## src/rtl/bp_table_write_scheduler_if.sv

```systemverilog
// bp_table_write_scheduler_if: request, grant and table-write signals of the write scheduler
interface bp_table_write_scheduler_if #(
  parameter int INDEX_WIDTH = 10,
  parameter int DATA_WIDTH = 10,
  parameter int FIFO_DEPTH = 4
);
  logic rec_valid;
  logic [INDEX_WIDTH-1:0] rec_index;
  logic [DATA_WIDTH-1:0] rec_data;
  logic upd_valid;
  logic [INDEX_WIDTH-1:0] upd_index;
  logic [DATA_WIDTH-1:0] upd_data;
  logic upd_ready;
  logic spec_valid;
  logic [INDEX_WIDTH-1:0] spec_index;
  logic [DATA_WIDTH-1:0] spec_data;
  logic spec_grant;
  logic wr_en;
  logic [INDEX_WIDTH-1:0] wr_index;
  logic [DATA_WIDTH-1:0] wr_data;
  logic init_busy;
  logic [$clog2(FIFO_DEPTH):0] fifo_level;
  logic [15:0] drop_count;
  modport slave (
    input rec_valid, rec_index, rec_data, upd_valid, upd_index, upd_data,
          spec_valid, spec_index, spec_data,
    output upd_ready, spec_grant, wr_en, wr_index, wr_data, init_busy, fifo_level, drop_count
  );
  modport master (
    output rec_valid, rec_index, rec_data, upd_valid, upd_index, upd_data,
           spec_valid, spec_index, spec_data,
    input upd_ready, spec_grant, wr_en, wr_index, wr_data, init_busy, fifo_level, drop_count
  );
endinterface

```

## src/rtl/bp_table_write_scheduler.sv

```systemverilog
// bp_table_write_scheduler: arbitrates recovery, deferred-update and speculative writes onto one table write port
module bp_table_write_scheduler #(
  parameter int ENTRY_NUM = 1024,
  parameter int INDEX_WIDTH = 10,
  parameter int DATA_WIDTH = 10,
  parameter int FIFO_DEPTH = 4,
  parameter int INIT_VALUE = 0
) (
  input logic clk,
  input logic rst,
  bp_table_write_scheduler_if.slave bus
);
  localparam int PW = $clog2(FIFO_DEPTH);
  typedef enum logic {INIT, RUN} stateT;
  stateT state;
  logic [INDEX_WIDTH-1:0] sweep;
  logic [INDEX_WIDTH-1:0] qIndex [FIFO_DEPTH];
  logic [DATA_WIDTH-1:0] qData [FIFO_DEPTH];
  logic [PW-1:0] rdPtr, wrPtr, tailPtr;
  logic [PW:0] level;
  logic [15:0] drops;
  logic wrEn;
  logic [INDEX_WIDTH-1:0] wrIndex;
  logic [DATA_WIDTH-1:0] wrData;
  logic run, empty, deq, specGrant, updReady, accept, coalesce, push;
  // Grant decisions for this cycle; the tail may only absorb an update if it is not leaving the FIFO now
  always_comb begin
    run = state == RUN;
    empty = level == '0;
    tailPtr = wrPtr + {PW{1'b1}};
    deq = run && !bus.rec_valid && !empty;
    specGrant = run && bus.spec_valid && !bus.rec_valid && empty;
    updReady = run && level < (PW+1)'(FIFO_DEPTH);
    accept = bus.upd_valid && updReady;
    coalesce = accept && !empty && qIndex[tailPtr] == bus.upd_index && !(deq && level == (PW+1)'(1));
    push = accept && !coalesce;
  end
  // Init sweep / run arbitration state, registered write port and deferred-update FIFO
  always_ff @(posedge clk) begin
    if (rst) begin
      state <= INIT;
      sweep <= '0;
      rdPtr <= '0;
      wrPtr <= '0;
      level <= '0;
      drops <= '0;
      wrEn <= 1'b0;
    end else begin
      if (!run) begin
        wrEn <= 1'b1;
        wrIndex <= sweep;
        wrData <= DATA_WIDTH'(INIT_VALUE);
        sweep <= sweep + 1'b1;
        if (sweep == INDEX_WIDTH'(ENTRY_NUM - 1)) state <= RUN;
      end else begin
        wrEn <= bus.rec_valid || deq || specGrant;
        if (bus.rec_valid) begin
          wrIndex <= bus.rec_index;
          wrData <= bus.rec_data;
        end else if (deq) begin
          wrIndex <= qIndex[rdPtr];
          wrData <= qData[rdPtr];
        end else if (specGrant) begin
          wrIndex <= bus.spec_index;
          wrData <= bus.spec_data;
        end
        if (bus.spec_valid && !specGrant && drops != 16'hFFFF) drops <= drops + 1'b1;
      end
      if (deq) rdPtr <= rdPtr + 1'b1;
      if (push) begin
        qIndex[wrPtr] <= bus.upd_index;
        qData[wrPtr] <= bus.upd_data;
        wrPtr <= wrPtr + 1'b1;
      end
      if (coalesce) qData[tailPtr] <= bus.upd_data;
      level <= level + (PW+1)'(push) - (PW+1)'(deq);
    end
  end
  assign bus.upd_ready = updReady;
  assign bus.spec_grant = specGrant;
  assign bus.wr_en = wrEn;
  assign bus.wr_index = wrIndex;
  assign bus.wr_data = wrData;
  assign bus.init_busy = !run;
  assign bus.fifo_level = level;
  assign bus.drop_count = drops;
endmodule

```

## src/flat_wrapper.sv

```systemverilog
// flat-port wrapper written by rule: the top's interface ports become plain ports
module bp_table_write_scheduler_flat 
#(
  parameter int ENTRY_NUM = 1024,
  parameter int INDEX_WIDTH = 10,
  parameter int DATA_WIDTH = 10,
  parameter int FIFO_DEPTH = 4,
  parameter int INIT_VALUE = 0
)
  (clk, rst, bus_rec_valid, bus_rec_index, bus_rec_data, bus_upd_valid, bus_upd_index, bus_upd_data, bus_spec_valid, bus_spec_index, bus_spec_data, bus_upd_ready, bus_spec_grant, bus_wr_en, bus_wr_index, bus_wr_data, bus_init_busy, bus_fifo_level, bus_drop_count);
  bp_table_write_scheduler_if #(.INDEX_WIDTH(INDEX_WIDTH), .DATA_WIDTH(DATA_WIDTH), .FIFO_DEPTH(FIFO_DEPTH)) bus_i ();
  input logic clk;
  input logic rst;
  input wire logic [$bits(bus_i.rec_valid)-1:0] bus_rec_valid;
  input wire logic [$bits(bus_i.rec_index)-1:0] bus_rec_index;
  input wire logic [$bits(bus_i.rec_data)-1:0] bus_rec_data;
  input wire logic [$bits(bus_i.upd_valid)-1:0] bus_upd_valid;
  input wire logic [$bits(bus_i.upd_index)-1:0] bus_upd_index;
  input wire logic [$bits(bus_i.upd_data)-1:0] bus_upd_data;
  input wire logic [$bits(bus_i.spec_valid)-1:0] bus_spec_valid;
  input wire logic [$bits(bus_i.spec_index)-1:0] bus_spec_index;
  input wire logic [$bits(bus_i.spec_data)-1:0] bus_spec_data;
  output wire logic [$bits(bus_i.upd_ready)-1:0] bus_upd_ready;
  output wire logic [$bits(bus_i.spec_grant)-1:0] bus_spec_grant;
  output wire logic [$bits(bus_i.wr_en)-1:0] bus_wr_en;
  output wire logic [$bits(bus_i.wr_index)-1:0] bus_wr_index;
  output wire logic [$bits(bus_i.wr_data)-1:0] bus_wr_data;
  output wire logic [$bits(bus_i.init_busy)-1:0] bus_init_busy;
  output wire logic [$bits(bus_i.fifo_level)-1:0] bus_fifo_level;
  output wire logic [$bits(bus_i.drop_count)-1:0] bus_drop_count;
  assign bus_i.rec_valid = bus_rec_valid;
  assign bus_i.rec_index = bus_rec_index;
  assign bus_i.rec_data = bus_rec_data;
  assign bus_i.upd_valid = bus_upd_valid;
  assign bus_i.upd_index = bus_upd_index;
  assign bus_i.upd_data = bus_upd_data;
  assign bus_i.spec_valid = bus_spec_valid;
  assign bus_i.spec_index = bus_spec_index;
  assign bus_i.spec_data = bus_spec_data;
  assign bus_upd_ready = bus_i.upd_ready;
  assign bus_spec_grant = bus_i.spec_grant;
  assign bus_wr_en = bus_i.wr_en;
  assign bus_wr_index = bus_i.wr_index;
  assign bus_wr_data = bus_i.wr_data;
  assign bus_init_busy = bus_i.init_busy;
  assign bus_fifo_level = bus_i.fifo_level;
  assign bus_drop_count = bus_i.drop_count;
  bp_table_write_scheduler #(.ENTRY_NUM(ENTRY_NUM), .INDEX_WIDTH(INDEX_WIDTH), .DATA_WIDTH(DATA_WIDTH), .FIFO_DEPTH(FIFO_DEPTH), .INIT_VALUE(INIT_VALUE)) u_core (.clk(clk), .rst(rst), .bus(bus_i));
endmodule
```

## config.mk

```make
export PLATFORM = sky130hd
export DESIGN_NAME = bp_table_write_scheduler_flat
export DESIGN_NICKNAME = d
export VERILOG_FILES = /design/src/rtl/bp_table_write_scheduler_if.sv /design/src/rtl/bp_table_write_scheduler.sv /design/src/flat_wrapper.sv
export SDC_FILE = /design/constraint.sdc
export NUM_CORES = 1
export LEC_CHECK = 0
export CELL_PAD_IN_SITES_DETAIL_PLACEMENT = 0
export CELL_PAD_IN_SITES_GLOBAL_PLACEMENT = 1
export CORE_MARGIN = 3
export CORE_UTILIZATION = 39
export DETAILED_ROUTE_END_ITERATION = 12
export PLACE_DENSITY = 0.76
export SYNTH_ARGS = -nofsm -noshare
export SYNTH_HDL_FRONTEND = slang
export SYNTH_SLANG_ARGS = --single-unit
```

## constraint.sdc

```tcl
create_clock -name clk -period 3.7 [get_ports clk]
set_input_delay 0.74 -clock clk [delete_from_list [all_inputs] [get_ports clk]]
set_output_delay 0.74 -clock clk [all_outputs]
set_load 0.02 [all_outputs]
```

; ---- Yosys cells after proc, flatten, opt, wreduce, memory -nomap -nowiden
; Memory sizes are Yosys's and may differ from the RTL's. A register that Yosys moved wholly into a read port is not among the register bits.
; Cells that the tools add are included.
[totals]
ff_bits = 55
ram_bits = 80
in_bits = 65
output_inout_bits = 43
elab_cells = 74
mem_count = 2
[mem_list]
columns = memory, words, word_bits, rd, rd_clocked_by_memory_dff, wr, line_no
row1 = u_core.qData, 4, 10, 1, 1, 1, bp_table_write_scheduler.sv:18  ; logic [DATA_WIDTH-1:0] qData [FIFO_DEPTH];
row2 = u_core.qIndex, 4, 10, 2, 1, 1, bp_table_write_scheduler.sv:17  ; logic [INDEX_WIDTH-1:0] qIndex [FIFO_DEPTH];
[classes]
n_addsub = 7
magnitude_cmp = 1
n_eq_ne = 5
n_mux = 23
n_bitwise = 1
reduce_logical = 26
[op_table]
columns = operator, count
row1 = 10-bit two-way mux, 8
row2 = 16-bit by 1-bit adder with 16-bit output (second input constant), 1
row3 = 16-bit != test (second input constant), 1
row4 = 1-bit logical AND, 14
row5 = 10-bit by 1-bit adder with 10-bit output (second input constant), 1
row6 = 10-bit == test, 1
row7 = 10-bit == test (second input constant), 1
row8 = 1-bit two-way mux, 10
row9 = 2-bit two-way mux, 5
row10 = 10-bit OR reduction, 1
row11 = 1-bit zero test, 6
row12 = 2-bit by 1-bit adder with 2-bit output (second input constant), 2
row13 = 4-bit != test (second input constant), 1
row14 = 2-bit AND reduction, 2
row15 = 3-bit by 1-bit adder with 3-bit output, 1
row16 = 3-bit by 1-bit == test with 1-bit output (second input constant), 1
row17 = 3-bit zero test, 1
row18 = 3-bit < comparator (second input constant), 1
row19 = 3-bit by 1-bit subtractor with 3-bit output, 1
row20 = 2-bit adder (second input constant), 1
row21 = 1-bit logical OR, 2
row22 = 1-bit inverter, 1

; ---- Depth between registers and ports, before layout
; Gate-level depths: netlist (run 1).
[logic_depth]
word_depth = 12
mapped_depth = 15
mapped_depth_nobuf = 13

; ---- Worst setup path before layout (run 1)
; No wires, ideal clock.
[synth_timing]
path_type = register to register
from = register u_core.wrPtr[0]
to = memory u_core.qIndex[0][0], enable pin
arrival_ns = 3.167
required_ns = 3.293
setup_slack_ns = 0.126
path_stages_with_launch = 11
n_path_buf = 2
period_less_slack_ns = 3.574
path_cell_list = dfxtp_1 -> inv_1 -> ha_1 -> buf_6 -> buf_6 -> mux2i_1 -> xnor2_1 -> nor2_1 -> a31oi_1 -> nor4_4 -> nor4b_1
[synth_between]
elab_chain_len = 10
[synth_lines]
columns = item, line_no
row1 = start: declaration, bp_table_write_scheduler.sv:19  ; logic [PW-1:0] rdPtr, wrPtr, tailPtr;
row2 = start signal: assignment, bp_table_write_scheduler.sv:73  ; wrPtr <= wrPtr + 1'b1;
row3 = 2-bit adder, bp_table_write_scheduler.sv:30  ; tailPtr = wrPtr + {PW{1'b1}};
row4 = via u_core.tailPtr[0], bp_table_write_scheduler.sv:19
row5 = memory 4 x 10 bit, --
row6 = 10-bit == test, bp_table_write_scheduler.sv:35  ; coalesce = accept && !empty && qIndex[tailPtr] == bus.upd_index && !(deq && level == (PW+1)'(1));
row7 = 1-bit logical AND (2 in a row), bp_table_write_scheduler.sv:35
row8 = 1-bit zero test, bp_table_write_scheduler.sv:36  ; push = accept && !coalesce;
row9 = 1-bit logical AND, bp_table_write_scheduler.sv:36
row10 = 1-bit two-way mux, bp_table_write_scheduler.sv:70  ; if (push) begin
row11 = 1-bit two-way mux, bp_table_write_scheduler.sv:40  ; if (rst) begin
row12 = 1-bit two-way mux (implied by the code), bp_table_write_scheduler.sv:71  ; qIndex[wrPtr] <= bus.upd_index;
row13 = end: declaration, bp_table_write_scheduler.sv:17
; The timed path passes the listed nets, and every way through them passes these cells.

; ---- Worst setup path in the final report (run 1)
[layout_timing]
from = register u_core.wrPtr[1]
to = register u_core.level[2] (netlist: u_core.bus.fifo_level[2])
[layout_between]
elab_chain_len = 9
[layout_lines]
columns = item, line_no
row1 = 2-bit adder, bp_table_write_scheduler.sv:30
row2 = memory 4 x 10 bit, --
row3 = 10-bit == test, bp_table_write_scheduler.sv:35
row4 = 1-bit logical AND (2 in a row), bp_table_write_scheduler.sv:35
row5 = 1-bit zero test, bp_table_write_scheduler.sv:36
row6 = 1-bit logical AND, bp_table_write_scheduler.sv:36
row7 = 3-bit by 1-bit adder with 3-bit output, bp_table_write_scheduler.sv:76  ; level <= level + (PW+1)'(push) - (PW+1)'(deq);
row8 = 3-bit by 1-bit subtractor with 3-bit output, bp_table_write_scheduler.sv:76
row9 = end signal: assignment, bp_table_write_scheduler.sv:76
row10 = end: declaration, bp_table_write_scheduler.sv:20  ; logic [PW:0] level;
; Every way passes these cells.
; A chain may end at the register's enable or synchronous reset.

==> reports/results.ini, run 1 <==
[power]
p_int_mw=2.81
p_clk_frac=0.474
combPwrFrac=0.052
seqPwrFrac=0.474
ir_drop_v=0.000278
p_sw_frac=0.199
power_density_mw_per_mm2=426
leakagePower_nw=2.70
p_sw_uw=700

[clocking]
cts-buffers-inserted=17
cts_hold_buf=0
clock_sinks=137
cts.path.max_buffers=2
clkTransAtPathRegs_ns=0.06
htree_levels=4
cts-resized-gates=0
cts-root-buf=clkbuf_16
cts_tree=done
insertion_delay_ns=0.42
post_cts_buffers=0

[logic_synthesis]
synth-seq-cells=137
ys_warn_count=0
syn_inst=466
synth_edf_count=100
synth.cell_area_mm2=0.00619
yosysMostFrequentCell=edfxtp_1
synth.distinct_cells=42
avgSynthCellArea_um2=13.3
ys_async_sr_fraction=0
seq_area_frac_synth=0.604
syn_nets=540
synth_area_leaders=edfxtp_1 (48%), dfxtp_1 (12%), mux4_2 (7.6%), mux2i_1 (3.9%), xnor2_1 (3.1%)
synthTopCellsByCount=edfxtp_1 (100), nor2_1 (46), dfxtp_1 (37)
synth_top_cell_area_share=0.485
synth_top_area_cell=edfxtp_1
yosys_most_used_dff=edfxtp_1

[critical_path]
reg2reg_to=u_core.bus.fifo_level[2]
startpoint=u_core.wrPtr[1]
crit_arrival_ns=3.63
r2r_start=u_core.wrPtr[1]
r2r.worst_path.cells=14
cp-start-kind=flip-flop
ff2ff_setup_slack_ns=0.36
worstSetupEndpointType=flip-flop
worstPathRequired_ns=3.99
critPathMaxFanout=19
worst-setup-path-type=flip-flop to flip-flop

[grt]
grt_pass1_vias=4291
antenna_found_initial=0
grt_pass1_wl_mm=22.9
track_usage=0.169
overflow=0
grt_max_degree=39

[run_status]
outcome=complete, no violations

[place]
place_congestion=0.799
pre_cts_ws_ns=0.0737
dp_hpwl_mm=10.4
port_buffers=107

[floorplanning]
initial_core_util=0.403
core_region_area_mm2=0.0154
rows=45
die-area_mm2=0.0174
io_pins=108
fp.dieW_um=132
dieHeight_um=132

[sta]
slew_headroom=0.209
layout_setup_ws_ns=0.363
fmax_mhz=300
grt_setup_unrepaired=false
finClkSkew_ns=0.00617
period_share=0.902
min_period_ns=3.34
tns_ns=0
hold_slack_ns=0.502
hold_viol=0
setup_viol=0
report.final.slew_viol_count=0
worstMarginPinSlew_ns=1.19

[layout]
syn_to_final_growth_pct=33.1
nNetsFinal=667
drive_gt1_frac=0.147
n_fill_cell=1288
antenna_cells=0

[hold_path]
holdPathStages=2
worstHoldStart=u_core.bus.drop_count[10]
hold_class=flip-flop to flip-flop
hold_path_end=u_core.bus.drop_count[10]

[route]
detail_route.wl_per_cell_um=17.5
vias=4130
viasPerCell=5.06
drc=0
antenna_left=0
routed_wl_mm=14.2
drt_first_iter_violations=219
dr.pass1.iters=4

[job]
maxCapViolations=0

worst max-delay path: stages (launching register included):
cell and delay (ns):
dfxtp_1 0.32, inv_1 0.09, ha_1 0.36, buf_12 0.20, mux2i_1 0.23, xnor2_1 0.11
a2111oi_2 0.33, a31oi_1 0.12, nor4_4 0.41, nor2_4 0.08, ha_1 0.20, fa_1 0.37
xnor2_1 0.19, xnor2_1 0.14, nor2_1 0.05
cell usage in the layout (no fill, tap or decap), types with 8 or more instances in the layout:
master           instances
inv_1                   12
nand2_1                 26
edfxtp_1               100
mux2i_1                 24
xnor2_1                 22
a221oi_1                10
dfxtp_1                 37
nor2_1                  43
nor3_1                   9
clkbuf_16               17
nor3b_1                 10
nand3_1                  8
buf_4                   24
xor2_1                  14
clkdlybuf4s50_1        106
mux4_2                  21
a22oi_1                  8
a21oi_1                 28
ha_1                     8
how the worst max path moves through the flow:
stage / end / slack, ns / cells past startpoint
final: u_core.bus.fifo_level[2] / 0.36 / 14
after detailed placement: u_core.qData[1][4] / 0.07 / 8
after global routing: u_core.bus.fifo_level[2] / 0.07 / 14
after floorplan: u_core.qIndex[0][0] / 0.13 / 10
after global placement: u_core.qData[1][2] / 0.17 / 8
after CTS: u_core.qData[1][3] / 0.11 / 11
power by group through the flow:
stage	logic [mW]	clock network [mW]	registers (mW)
CTS	0.184	1.69	1.66
global placement	0.180	0	1.70
detailed placement	0.183	0	1.70
floorplan	0.0499	0	1.71
finish	0.182	1.67	1.66
global route	0.197	1.77	1.66
registers in the layout, indices dropped and copies added (netlist names), named ones only:
name,count
u_core.bus.fifo_level,3
u_core.bus.wr_data,10
u_core.run,1
u_core.bus.wr_index,10
u_core.wrPtr,2
u_core.bus.drop_count,16
u_core.sweep,10
u_core.qData,40
u_core.qIndex,40
u_core.bus.wr_en,1
u_core.rdPtr,2
kinds of logic after synthesis:
family	synth area share
buffers and inverters	0.0246
adder cells (fa/ha/maj)	0.0194
AO/OA/AOI/OAI	0.0673
flip-flops	0.604
multiplexers	0.118
AND/OR/NAND/NOR	0.116
XOR/XNOR	0.0509
layout make-up:
type / instances / area [um^2] / area share
tap: 211 / 264 / 0.0320
clock inverter: 12 / 151 / 0.0184
timing repair buffer: 132 / 1270 / 0.154
sequential: 137 / 3740 / 0.454
multi-input combinational: 293 / 2340 / 0.284
inverter: 12 / 45.0 / 0.00546
clock buffer: 19 / 433 / 0.0525
metrics by stage:
stage | std cells | total power [mW] | area [um^2] | util
6_report | 816 | 3.51 | 8240 | 0.536
5_1_grt | 816 | 3.63 | 8240 | 0.536
4_1_cts | 816 | 3.54 | 8240 | 0.536
3_5_place_dp | 785 | 1.88 | 7650 | 0.498
3_3_place_gp | 785 | 1.88 | 7650 | 0.498
2_1_floorplan | 466 | 1.76 | 6190 | -
layer usage:
metal,routed length [um],share of wire,up-vias,GRT usage
met2,7380,0.52,69,0.290
met3,472,0.033,21,0.0336
met4,303,0.021,0,0.0653
met1,6080,0.43,2024,0.211
met5,0,0,-,0
li1,-,-,2016,-
Power figures use the tool's default switching activity.
==> run 2: changes to the inputs <==
--- a/config.mk
+++ b/config.mk
@@ -8,9 +8,10 @@
 export CELL_PAD_IN_SITES_DETAIL_PLACEMENT = 0
 export CELL_PAD_IN_SITES_GLOBAL_PLACEMENT = 1
 export CORE_MARGIN = 3
-export CORE_UTILIZATION = 39
+export CORE_UTILIZATION = 46
 export DETAILED_ROUTE_END_ITERATION = 12
-export PLACE_DENSITY = 0.76
+export DONT_BUFFER_PORTS = 1
+export PLACE_DENSITY = 0.74
 export SYNTH_ARGS = -nofsm -noshare
 export SYNTH_HDL_FRONTEND = slang
 export SYNTH_SLANG_ARGS = --single-unit
==> run 2 against run 1 <==
Against the previous run: fmax up 0.57%; routed wire length down 8.8%; largest power group is now sequential cells; largest cell class unchanged; combinational power down 73%; clock power down 6%.
==> reports/results.ini, run 2 (synthesis gave the netlist of run 1 again) <==
[sta]
finClkSkew_ns=0.0113  ; was 0.00617 ns
grt_setup_unrepaired=false  ; unchanged
slew_headroom=0.419  ; was 0.209
period_share=0.897  ; was 0.902
setup_viol=0  ; unchanged
fmax_mhz=301  ; was 300 MHz
worstMarginPinSlew_ns=0.870  ; was 1.19 ns
layout_setup_ws_ns=0.382  ; was 0.363 ns
min_period_ns=3.32  ; was 3.34 ns
report.final.slew_viol_count=0  ; unchanged
hold_slack_ns=0.393  ; was 0.502 ns
tns_ns=0  ; unchanged
hold_viol=0  ; unchanged

[route]
vias=3792  ; was 4,130
viasPerCell=5.68  ; was 5.06
routed_wl_mm=13.0  ; was 14.2 mm
dr.pass1.iters=4  ; unchanged
drt_first_iter_violations=291  ; was 219
drc=0  ; unchanged
detail_route.wl_per_cell_um=19.4  ; was 17.5 um
antenna_left=0  ; unchanged

[place]
port_buffers=0  ; was 107
pre_cts_ws_ns=0.349  ; was 0.0737 ns
place_congestion=0.785  ; was 0.799
dpl-instance-area_mm2=0.00650  ; was 0.00765 mm^2
dp_hpwl_mm=9.20  ; was 10.4 mm

[critical_path]
worstSetupEndpointType=flip-flop  ; unchanged
worstPathRequired_ns=4.01  ; was 3.99 ns
reg2reg_to=u_core.bus.fifo_level[2]  ; unchanged
crit_arrival_ns=3.63  ; about the same
ff2ff_setup_slack_ns=0.38  ; was 0.36 ns
worst-setup-path-type=flip-flop to flip-flop  ; unchanged
critPathMaxFanout=6  ; was 19
r2r_start=u_core.wrPtr[1]  ; unchanged
r2r.worst_path.cells=14  ; unchanged
startpoint=u_core.wrPtr[1]  ; unchanged
cp-start-kind=flip-flop  ; unchanged

[grt]
track_usage=0.184  ; was 0.169
grt_pass1_wl_mm=20.5  ; was 22.9 mm
grt_max_degree=48  ; was 39
antenna_found_initial=0  ; unchanged
grt_pass1_vias=3800  ; was 4,291
overflow=0  ; unchanged

[clocking]
htree_levels=4  ; unchanged
cts-root-buf=clkbuf_16  ; unchanged
post_cts_buffers=0  ; unchanged
cts.path.max_buffers=2  ; unchanged
cts_hold_buf=0  ; unchanged
clock_sinks=137  ; unchanged
clkTransAtPathRegs_ns=0.06  ; about the same
cts-resized-gates=0  ; unchanged
cts-buffers-inserted=17  ; unchanged
insertion_delay_ns=0.42  ; about the same
cts_tree=done  ; unchanged

[layout]
layout_common_cells=edfxtp_1 (100), nor2_1 (46), dfxtp_1 (37)  ; was clkdlybuf4s50_1 (106), edfxtp_1 (100), nor2_1 (43)
multi_input_area_mm2=0.00233  ; was 0.00234 mm^2
finalInstanceArea_mm2=0.00706  ; was 0.00824 mm^2
n_fill_cell=1083  ; was 1,288
antenna_cells=0  ; unchanged
syn_to_final_growth_pct=14.0  ; was 33.1%
nNetsFinal=557  ; was 667
register_area_mm2=0.00374  ; unchanged
layout_commonest_cell=edfxtp_1  ; was clkdlybuf4s50_1
drive_gt1_frac=0.173  ; was 0.147
utilization=0.548  ; was 0.536

[hold_path]
hold_path_end=u_core.bus.drop_count[9]  ; was u_core.bus.drop_count[10]
hold_class=input port to flip-flop  ; was flip-flop to flip-flop
worstHoldStart=rst  ; was u_core.bus.drop_count[10]
holdPathStages=1  ; was 2

[power]
power_density_mw_per_mm2=466  ; was 426 mW/mm^2
ir_drop_v=0.000274  ; was 0.000278 V
leakagePower_nw=2.27  ; was 2.70 nW

[floorplanning]
core_region_area_mm2=0.0129  ; was 0.0154 mm^2
io_pins=108  ; unchanged
rows=41  ; was 45
initial_core_util=0.481  ; was 0.403
die-area_mm2=0.0149  ; was 0.0174 mm^2
fp.dieW_um=122  ; was 132 um
dieHeight_um=122  ; was 132 um

[job]
maxCapViolations=0  ; unchanged

[run_status]
outcome=complete, no violations  ; unchanged

-- run 2: cell count changes in the layout (fill, tap and decap cells not counted), sizes merged --
| cell | delta |
|---|---|
| clkdlybuf4s50 | -106 |
| inv | +7 |
| buf | -4 |
| clkinv | -3 |
| clkinvlp | +2 |
| clkbuf | -2 |
| bufinv | -3 |
-- run 2: layout make-up --
type | count | share of cell area
Inverter | 12 | 0.00638
Sequential cell | 137 | 0.530
Multi-Input combinational cell | 293 | 0.330
Timing Repair Buffer | 22 | 0.0234
Clock buffer | 17 | 0.0602
Tap cell | 172 | 0.0305
Clock inverter | 15 | 0.0191
-- run 2: critical path: stages, from the launching register on --
cell and delay [ns]:
dfxtp_1 0.41, inv_1 0.12, ha_1 0.30, buf_4 0.17, mux2i_1 0.25, xnor2_1 0.11, a2111oi_2 0.34, a31oi_1 0.11
nor4_4 0.37, nor2_4 0.07, ha_1 0.21, fa_1 0.38, xnor2_1 0.18, xnor2_1 0.14, nor2_1 0.05
-- run 2: power by group --
part | switching [mW] | internal [mW]
Clock | 0.684 | 0.883
Sequential | 0.0194 | 1.66
Combinational | 0.0234 | 0.0251
Total | 0.727 | 2.57
-- run 2: worst max path at each step --
stage | end | slack, ns | cells after the start
after floorplan | u_core.qIndex[0][0] | 0.13 | 10
after CTS | u_core.bus.fifo_level[2] | 0.35 | 14
after global placement | u_core.bus.fifo_level[2] | 0.42 | 14
after detailed placement | u_core.bus.fifo_level[2] | 0.35 | 14
after global routing | u_core.bus.fifo_level[2] | 0.14 | 14
final | u_core.bus.fifo_level[2] | 0.38 | 14
-- run 2: per-stage QoR --
stage / power (mW) / instances
finish: 3.29 / 668
CTS: 3.33 / 668
global route: 3.40 / 668
detailed placement: 1.76 / 636
global placement: 1.76 / 636
floorplan: 1.76 / 466
-- run 2: metal layers --
metal  up-vias  GRT usage  wire, um
li1       1807          -         -
met1      1869      0.230      5390
met2       100      0.298      6540
met3        16     0.0548       826
met4         0     0.0756       227
met5         -          0         0
==> run 3: changes to the inputs <==
--- a/config.mk
+++ b/config.mk
@@ -11,6 +11,7 @@
 export CORE_UTILIZATION = 46
 export DETAILED_ROUTE_END_ITERATION = 12
 export DONT_BUFFER_PORTS = 1
+export GPL_TIMING_DRIVEN = 0
 export PLACE_DENSITY = 0.74
 export SYNTH_ARGS = -nofsm -noshare
 export SYNTH_HDL_FRONTEND = slang
==> run 3 against run 2 <==
Against the previous run: final area increased by 3.2%; core utilization increased by 1.8 points; via count increased by 2.6%.
==> reports/results.ini, run 3 (synthesis gave the netlist of run 1 again) <==
[clocking]
cts-root-buf=clkbuf_16  ; unchanged
cts_tree=done  ; unchanged
htree_levels=4  ; unchanged
cts_hold_buf=0  ; unchanged
cts-buffers-inserted=17  ; unchanged
clkTransAtPathRegs_ns=0.06  ; about the same
clock_sinks=137  ; unchanged
cts.path.max_buffers=2  ; unchanged
insertion_delay_ns=0.42  ; about the same

[grt]
track_usage=0.195  ; was 0.184
overflow=0  ; unchanged
grt_pass1_vias=3981  ; was 3,800
grt_max_degree=17  ; was 48
use_met2=0.314  ; was 0.298
grt_pass1_wl_mm=21.7  ; was 20.5 mm
antenna_found_initial=0  ; unchanged
busiest_layer=met2  ; unchanged
grt_use_met3=0.0687  ; was 0.0548
grt_use_met1=0.243  ; was 0.230

[layout]
drive_gt1_frac=0.172  ; was 0.173
layout_common_cells=edfxtp_1 (100), nor2_1 (43), dfxtp_1 (35)  ; was edfxtp_1 (100), nor2_1 (46), dfxtp_1 (37)
antenna_cells=0  ; unchanged
layout_commonest_cell=edfxtp_1  ; unchanged
finalInstanceArea_mm2=0.00729  ; was 0.00706 mm^2
syn_to_final_growth_pct=17.7  ; was 14.0%
nNetsFinal=569  ; was 557

[route]
vias=3891  ; was 3,792
viasPerCell=5.73  ; was 5.68
drt_first_iter_violations=242  ; was 291
routed_wl_mm=13.9  ; was 13.0 mm
drc=0  ; unchanged
detail_route.wl_per_cell_um=20.4  ; was 19.4 um
antenna_left=0  ; unchanged
dr.pass1.iters=4  ; unchanged

[critical_path]
critPathMaxFanout=10  ; was 6
worstPathRequired_ns=3.99  ; was 4.01 ns
crit_chain=clkinvlp_4, ha_1, buf_6, buf_6, mux2i_1, a2111oi_2, a31oi_1, nor4_4, nor2_4, ha_1, fa_1, xnor2_1, xnor2_1, nor2_1  ; was inv_1, ha_1, buf_4, mux2i_1, xnor2_1, a2111oi_2, a31oi_1, nor4_4, nor2_4, ha_1, fa_1, xnor2_1, xnor2_1, nor2_1
critPathBufInv=3  ; was 2
worstSetupEndpointType=flip-flop  ; unchanged
cp_slowest_cell=nor4_4  ; was dfxtp_1
worst-setup-path-type=flip-flop to flip-flop  ; unchanged
crit_arrival_ns=3.87  ; was 3.63 ns
max_stage_delay_ns=0.56  ; was 0.41 ns
cp-start-kind=flip-flop  ; unchanged
critPathTopFamily=adder cells  ; unchanged

[sta]
setup_viol=0  ; unchanged
period_share=0.967  ; was 0.897
finClkSkew_ns=0.0182  ; was 0.0113 ns
hold_slack_ns=0.410  ; was 0.393 ns
grt_setup_unrepaired=true  ; was false
report.final.slew_viol_count=0  ; unchanged
fmax_mhz=279  ; was 301 MHz
min_period_ns=3.58  ; was 3.32 ns
worstMarginPinSlew_ns=1.12  ; was 0.870 ns
hold_viol=0  ; unchanged
slew_headroom=0.246  ; was 0.419

[floorplanning]
die-area_mm2=0.0149  ; unchanged
dieHeight_um=122  ; unchanged
rows=41  ; unchanged
core_region_area_mm2=0.0129  ; unchanged
io_pins=108  ; unchanged
fp.dieW_um=122  ; unchanged
initial_core_util=0.481  ; unchanged

[power]
power_density_mw_per_mm2=505  ; was 466 mW/mm^2
ir_drop_v=0.000349  ; was 0.000274 V
leakagePower_nw=2.32  ; was 2.27 nW

[hold_path]
hold_class=input port to flip-flop  ; unchanged

[place]
dpl-instance-area_mm2=0.00649  ; was 0.00650 mm^2
port_buffers=0  ; unchanged
dp_hpwl_mm=10.1  ; was 9.20 mm
place_congestion=0.792  ; was 0.785

[job]
maxCapViolations=0  ; unchanged

[run_status]
outcome=complete, no violations  ; unchanged

[run 3: power breakdown]
| part | internal (mW) | switching [mW] |
|---|---|---|
| Clock | 1.32 | 0.613 |
| Sequential | 1.66 | 0.0193 |
| Combinational | 0.0274 | 0.0434 |
| Total | 3.01 | 0.675 |
[run 3: path summary, 6_finish.rpt]
kind	slack, ns	start	cells after the start	to
setup / recovery	0.12	u_core.wrPtr[0]	14	u_core.bus.fifo_level[2]
hold / removal	0.41	bus_upd_index[5]	0	u_core.qIndex[0][5]
setup reg to reg	0.12	u_core.wrPtr[0]	14	u_core.bus.fifo_level[2]
hold reg to reg	0.50	u_core.sweep[0]	2	u_core.sweep[0]
[run 3: area by class of cell]
cell class	count	area, um^2
fillers	1045	5590
flip-flops and latches	137	3750
repair buffers	10	86.3
inverters	12	48.8
plain buffers	24	108
clock inverters	14	253
multi-input cells	293	2410
clock buffers	17	425
well taps	172	215
[run 3: through the flow]
stage / std cells / power [mW] / worst slack [ns] / setup TNS (ns) / utilization
2_1_floorplan: 466 / 1.76 / 0.126 / 0 / -
3_3_place_gp: 638 / 1.78 / -1.22 / -66.68 / 0.498
3_5_place_dp: 643 / 1.78 / -0.735 / -26.14 / 0.504
4_1_cts: 678 / 3.70 / 0.00175 / 0 / 0.560
5_1_grt: 679 / 3.79 / -0.126 / -0.126 / 0.566
6_report: 679 / 3.68 / 0.121 / 0 / 0.566
[run 3: timing repair]
item                                    in CTS  in global routing
buffers inserted                             4                  1
pin swaps                                    1                  2
resized for setup                            7                 13
endpoints found under the setup margin      57                 57
[run 3: metal layers]
layer / routed length, um / vias up
met5: 0 / -
met4: 259 / 0
met3: 1050 / 20
met2: 7000 / 105
met1: 5550 / 1948
li1: - / 1818
[run 3: worst reg2reg max path, stage by stage (launching register included)]
cell and delay [ns]:
dfxtp_4 0.43, clkinvlp_4 0.13, ha_1 0.31, buf_6 0.15, buf_6 0.16, mux2i_1 0.17
a2111oi_2 0.37, a31oi_1 0.13, nor4_4 0.56, nor2_4 0.08, ha_1 0.21, fa_1 0.39
xnor2_1 0.18, xnor2_1 0.14, nor2_1 0.05
==> RTL edit 1 (flow settings as in run 2) <==
`INDEX_WIDTH` is set to 10 in 3 places; all go to 11.
--- a/src/rtl/bp_table_write_scheduler_if.sv
+++ b/src/rtl/bp_table_write_scheduler_if.sv
@@ -1,6 +1,6 @@
 // bp_table_write_scheduler_if: request, grant and table-write signals of the write scheduler
 interface bp_table_write_scheduler_if #(
-  parameter int INDEX_WIDTH = 10,
+  parameter int INDEX_WIDTH = 11,
   parameter int DATA_WIDTH = 10,
   parameter int FIFO_DEPTH = 4
 );
--- a/src/rtl/bp_table_write_scheduler.sv
+++ b/src/rtl/bp_table_write_scheduler.sv
@@ -1,7 +1,7 @@
 // bp_table_write_scheduler: arbitrates recovery, deferred-update and speculative writes onto one table write port
 module bp_table_write_scheduler #(
   parameter int ENTRY_NUM = 1024,
-  parameter int INDEX_WIDTH = 10,
+  parameter int INDEX_WIDTH = 11,
   parameter int DATA_WIDTH = 10,
   parameter int FIFO_DEPTH = 4,
   parameter int INIT_VALUE = 0
--- a/src/flat_wrapper.sv
+++ b/src/flat_wrapper.sv
@@ -2,7 +2,7 @@
 module bp_table_write_scheduler_flat 
 #(
   parameter int ENTRY_NUM = 1024,
-  parameter int INDEX_WIDTH = 10,
+  parameter int INDEX_WIDTH = 11,
   parameter int DATA_WIDTH = 10,
   parameter int FIFO_DEPTH = 4,
   parameter int INIT_VALUE = 0
Ports: changed (resized bus_rec_index, bus_spec_index, bus_upd_index and bus_wr_index); port bits go from 108 to 112. The function was not compared with the original's and may differ.
==> RTL edit 1 against run 2 <==
  * Via count increased by 2.9%
  * Largest cell class unchanged
  * Hold slack better by 17 ps
  * Sequential cell count increased by 6
  * Wire length grew 6.4%
  * Setup slack lost 81 ps
  * Sequential share of layout area shrank 1.0 points
  * Area after synthesis grew 6.4%
  * Total power is 13% higher
  * Global-route usage decreased by 0.13 points
  * Design area grew 6.6%
  * Sequential power rose by 4%
==> RTL edit 1: results (changes against run 2) <==
\begin{tabular}{lr}
\hline
Metric & Value \\
\hline
\multicolumn{2}{l}{\textbf{GRT}} \\
\quad First-pass GRT wire length & 22,100 µm (was 20,500 µm) \\
\quad Global Route Usage Sum & 0.182 (was 0.184) \\
\quad Pin count of the biggest net entering global routing & 49 (was 48) \\
\multicolumn{2}{l}{\textbf{Cells and area}} \\
\quad Total Nets Final & 579 (was 557) \\
\quad Filler cell count & 1,134 (was 1,083) \\
\quad Share of layout cells above drive strength 1 & 0.179 (was 0.173) \\
\multicolumn{2}{l}{\textbf{Detailed routing}} \\
\quad Overall routed net length & 13,800 µm (was 13,000 µm) \\
\quad Drt via density & 5.62 (was 5.68) \\
\multicolumn{2}{l}{\textbf{Placed design}} \\
\quad DPL Wire Length & 9840 µm (was 9200 µm) \\
\multicolumn{2}{l}{\textbf{Timing}} \\
\quad Max-slew headroom & 0.438 (was 0.419) \\
\quad Layout Skew & 8.12 ps (was 11.3 ps) \\
\multicolumn{2}{l}{\textbf{Outcome}} \\
\quad Outcome & finished, final reports clean (unchanged) \\
\multicolumn{2}{l}{\textbf{Synth}} \\
\quad Commonest cells post-synth & 105 x sky130\_fd\_sc\_hd\_\_edfxtp\_1, 53 x sky130\_fd\_sc\_hd\_\_nor2\_1, 38 x sky130\_fd\_sc\_hd\_\_dfxtp\_1, 32 x sky130\_fd\_sc\_hd\_\_mux2i\_1, 29 x sky130\_fd\_sc\_hd\_\_nand2\_1 (was 100 x sky130\_fd\_sc\_hd\_\_edfxtp\_1, 46 x sky130\_fd\_sc\_hd\_\_nor2\_1, 37 x sky130\_fd\_sc\_hd\_\_dfxtp\_1, 29 x sky130\_fd\_sc\_hd\_\_a21oi\_1, 26 x sky130\_fd\_sc\_hd\_\_nand2\_1) \\
\quad Unique cell type count in the Yosys netlist & 41 (was 42) \\
\quad Synthesized netlist net count & 566 (was 540) \\
\quad Fraction of the yosys area taken by sequential cells & 0.594 (was 0.604) \\
\quad Number of synthesized flops with an enable pin & 105 (was 100) \\
\multicolumn{2}{l}{\textbf{Critical path}} \\
\quad Largest stage delay, worst path & 450 ps (was 410 ps) \\
\quad Critical Path AT & 3710 ps (was 3630 ps) \\
\multicolumn{2}{l}{\textbf{Pwr}} \\
\quad Leakage power figure & 2.47 nW (was 2.27 nW) \\
\hline
\end{tabular}
## RTL edit 1: cell types whose count changed after synthesis, sizes merged, moves of 8 or more
cell and change:
a221oi -10, a22oi -8, mux2 +10, mux2i +8, o21ai +9, xor2 +11
## RTL edit 1: through the flow
step / instances / instance area, µm² / power, mW / hold WS (ps) / util
floorplan: 489 / 6590 / 1.83 / 462 / -
global placement: 663 / 6860 / 1.83 / 466 / 0.493
detailed placement: 663 / 6860 / 1.84 / 483 / 0.493
CTS: 694 / 7530 / 3.76 / 381 / 0.540
global route: 694 / 7530 / 3.84 / 372 / 0.540
finish: 694 / 7530 / 3.72 / 410 / 0.540
## RTL edit 1: what timing repair did
item,in CTS,in global routing
endpoints found under the hold margin,0,0
endpoints found under the setup margin,0,1
gates resized for setup,0,1
buffers inserted,0,0
## RTL edit 1: path summary, 6_finish.rpt
path,start,end,slack [ps],cells after the start
worst max-delay path,u_core.wrPtr[1],u_core.bus.fifo_level[2],300,14
worst min-delay path,rst,register,410,1
worst max register to register,u_core.wrPtr[1],u_core.bus.fifo_level[2],300,14
worst min register to register,u_core.sweep[2],u_core.sweep[2],500,2
## RTL edit 1: logic make-up (layout without fill, tap and decap cells)
family                   count (synthesis)  count (layout)  synth area share
adder cells (fa/ha/maj)                  9               9            0.0182
multiplexers                            70              70             0.162
AO/OA/AOI/OAI                           49              49            0.0429
XOR/XNOR                                40              40            0.0532
flip-flops                             143             143             0.594
buffers and inverters                   37              62            0.0247
AND/OR/NAND/NOR                        141             141             0.105
## RTL edit 1: power by group
group          leakage, nW  switching (mW)  internal (mW)  total, mW
clock                0.320           0.658           1.26       1.92
combinational        0.873          0.0258         0.0236     0.0494
sequential            1.28          0.0201           1.73       1.75
## RTL edit 1: critical path: cells and delay by family (launching register included)
family,cells,cell delay [ps]
fa+ha+maj,3,1020
compound gates,2,510
flops,1,420
xor+xnor,3,400
buf+inv,3,360
simple gates,2,330
mux,1,240
## RTL edit 1: area by class of cell
| cell class | count | area, µm² | share of cell area |
|---|---|---|---|
| clock buffer | 17 | 425 | 0.0565 |
| clock inverter | 14 | 236 | 0.0314 |
| inverter | 11 | 43.8 | 0.00582 |
| multi-input combinational | 309 | 2520 | 0.335 |
| sequential | 143 | 3910 | 0.520 |
| tap | 180 | 225 | 0.0299 |
| timing repair buffer | 20 | 163 | 0.0216 |
## RTL edit 1: layer usage
layer | up-vias | global-route usage | routed length (µm)
met3 | 16 | 0.0662 | 962
met2 | 117 | 0.294 | 6800
met1 | 1926 | 0.230 | 5830
met5 | - | 0 | 0
li1 | 1843 | - | -
met4 | 0 | 0.0619 | 225
==> RTL edit 2 (settings of run 2) <==
Without the edit above. `ENTRY_NUM` is set to 1024 in 2 places; all go to 512.
--- a/src/rtl/bp_table_write_scheduler.sv
+++ b/src/rtl/bp_table_write_scheduler.sv
@@ -1,6 +1,6 @@
 // bp_table_write_scheduler: arbitrates recovery, deferred-update and speculative writes onto one table write port
 module bp_table_write_scheduler #(
-  parameter int ENTRY_NUM = 1024,
+  parameter int ENTRY_NUM = 512,
   parameter int INDEX_WIDTH = 10,
   parameter int DATA_WIDTH = 10,
   parameter int FIFO_DEPTH = 4,
--- a/src/flat_wrapper.sv
+++ b/src/flat_wrapper.sv
@@ -1,7 +1,7 @@
 // flat-port wrapper written by rule: the top's interface ports become plain ports
 module bp_table_write_scheduler_flat 
 #(
-  parameter int ENTRY_NUM = 1024,
+  parameter int ENTRY_NUM = 512,
   parameter int INDEX_WIDTH = 10,
   parameter int DATA_WIDTH = 10,
   parameter int FIFO_DEPTH = 4,
Check against the original RTL: same outputs for any inputs over 10 cycles, from zero or initial values and one cycle with rst high; that may be too few to reach the edited logic, so the function may still have changed.
==> RTL edit 2 against run 2 <==
  * Area after synthesis up 0.55%
  * First-iteration DRC count decreased by 3.1%
  * Combinational power fell by 15%
  * Setup slack worse by 46 ps
  * Design area is 0.53% lower
  * Die area up 0.52%
  * Total power is essentially flat
  * Fmax is 1.4% lower
  * Synthesized cell count down 3.2%
  * Non-clock buffer count fell by 8
  * Cell count down 3.6%
  * Sequential cell count did not move
  * Clock skew shrank 4.3 ps
  * Wire length up 2.1%
  * Critical path type unchanged
==> RTL edit 2: results (changes against run 2) <==
\begin{tabular}{lr}
\hline
Metric & Value \\
\hline
\multicolumn{2}{l}{\textbf{Outcome}} \\
\quad Outcome & finished, final reports clean (unchanged) \\
\multicolumn{2}{l}{\textbf{Detailed routing}} \\
\quad Initial drt markers & 282 (was 291) \\
\quad Overall routed net length & 13,200 µm (was 13,000 µm) \\
\quad Drt via density & 5.80 (was 5.68) \\
\multicolumn{2}{l}{\textbf{Placed design}} \\
\quad Cell count after placement & 611 (was 636) \\
\quad DPL Wire Length & 9400 µm (was 9200 µm) \\
\quad Global placer's final weighted congestion & 0.776 (was 0.785) \\
\multicolumn{2}{l}{\textbf{Pwr}} \\
\quad Leakage power figure & 2.30 nW (was 2.27 nW) \\
\multicolumn{2}{l}{\textbf{Synth}} \\
\quad Unique cell type count in the Yosys netlist & 46 (was 42) \\
\quad Largest cells by area after synthesis & sky130\_fd\_sc\_hd\_\_edfxtp\_1 48\%, sky130\_fd\_sc\_hd\_\_dfxtp\_1 12\%, sky130\_fd\_sc\_hd\_\_mux4\_2 8.0\% (was sky130\_fd\_sc\_hd\_\_edfxtp\_1 48\%, sky130\_fd\_sc\_hd\_\_dfxtp\_1 12\%, sky130\_fd\_sc\_hd\_\_mux4\_2 7.6\%) \\
\quad Syn avg cell area & 13.8 µm² (was 13.3 µm²) \\
\quad Commonest cells post-synth & 100 x sky130\_fd\_sc\_hd\_\_edfxtp\_1, 38 x sky130\_fd\_sc\_hd\_\_nor2\_1, 37 x sky130\_fd\_sc\_hd\_\_dfxtp\_1, 28 x sky130\_fd\_sc\_hd\_\_a21oi\_1, 23 x sky130\_fd\_sc\_hd\_\_nand2\_1 (was 100 x sky130\_fd\_sc\_hd\_\_edfxtp\_1, 46 x sky130\_fd\_sc\_hd\_\_nor2\_1, 37 x sky130\_fd\_sc\_hd\_\_dfxtp\_1, 29 x sky130\_fd\_sc\_hd\_\_a21oi\_1, 26 x sky130\_fd\_sc\_hd\_\_nand2\_1) \\
\quad Synthesized netlist net count & 525 (was 540) \\
\multicolumn{2}{l}{\textbf{Critical path}} \\
\quad Highest fanout seen on the critical path & 15 (was 6) \\
\quad Critical Path AT & 3680 ps (was 3630 ps) \\
\multicolumn{2}{l}{\textbf{Cells and area}} \\
\quad Filler cell count & 1,105 (was 1,083) \\
\multicolumn{2}{l}{\textbf{Min path}} \\
\quad Worst Hold Path EP & u\_core.bus.drop\_count[2] (was u\_core.bus.drop\_count[9]) \\
\multicolumn{2}{l}{\textbf{GRT}} \\
\quad Antenna violations before repair & 1 (was 0) \\
\quad Global Route Usage Sum & 0.188 (was 0.184) \\
\quad First-pass GRT wire length & 20,600 µm (was 20,500 µm) \\
\hline
\end{tabular}
[RTL edit 2: final cells by class]
type,count,area share
sequential,137,0.533
multi-input combinational,276,0.335
clock buffer,19,0.0616
tap,172,0.0306
clock inverter,13,0.0176
timing repair buffer,14,0.0150
inverter,12,0.00641
antenna,1,0.000356
[RTL edit 2: logic make-up (layout without fill, tap and decap cells)]
group                    count (synthesis)  count (layout)  share of synthesized area
XOR/XNOR                                27              27                     0.0380
AO/OA/AOI/OAI                           72              72                     0.0763
AND/OR/NAND/NOR                        132             132                      0.116
other                                    0               1                          0
buffers and inverters                   38              58                     0.0261
adder cells (fa/ha/maj)                  9               9                     0.0193
multiplexers                            36              36                      0.124
flip-flops                             137             137                      0.601
[RTL edit 2: power by group through the flow]
stage          Clock (mW)  Combinational (mW)  Sequential, mW
2_1_floorplan           0              0.0461            1.71
3_3_place_gp            0              0.0412            1.71
3_5_place_dp            0              0.0415            1.71
4_1_cts              1.61              0.0418            1.68
5_1_grt              1.68              0.0476            1.68
6_report             1.58              0.0413            1.68
[RTL edit 2: per-stage QoR]
stage               power [mW]  setup slack (ps)  area (µm²)  hold slack (ps)
floorplan                 1.75             -10.1        6230              465
global placement          1.75               456        6460              479
detailed placement        1.75               333        6460              488
CTS                       3.33               339        7020              368
global route              3.41              19.3        7020              371
finish                    3.30               336        7020              389
[RTL edit 2: layer usage]
metal / wire (µm) / track usage / up-vias
met4: 303 / 0.0847 / 0
met2: 6270 / 0.283 / 105
li1: - / - / 1773
met1: 5810 / 0.250 / 1835
met3: 868 / 0.0636 / 23
met5: 0 / 0 / -
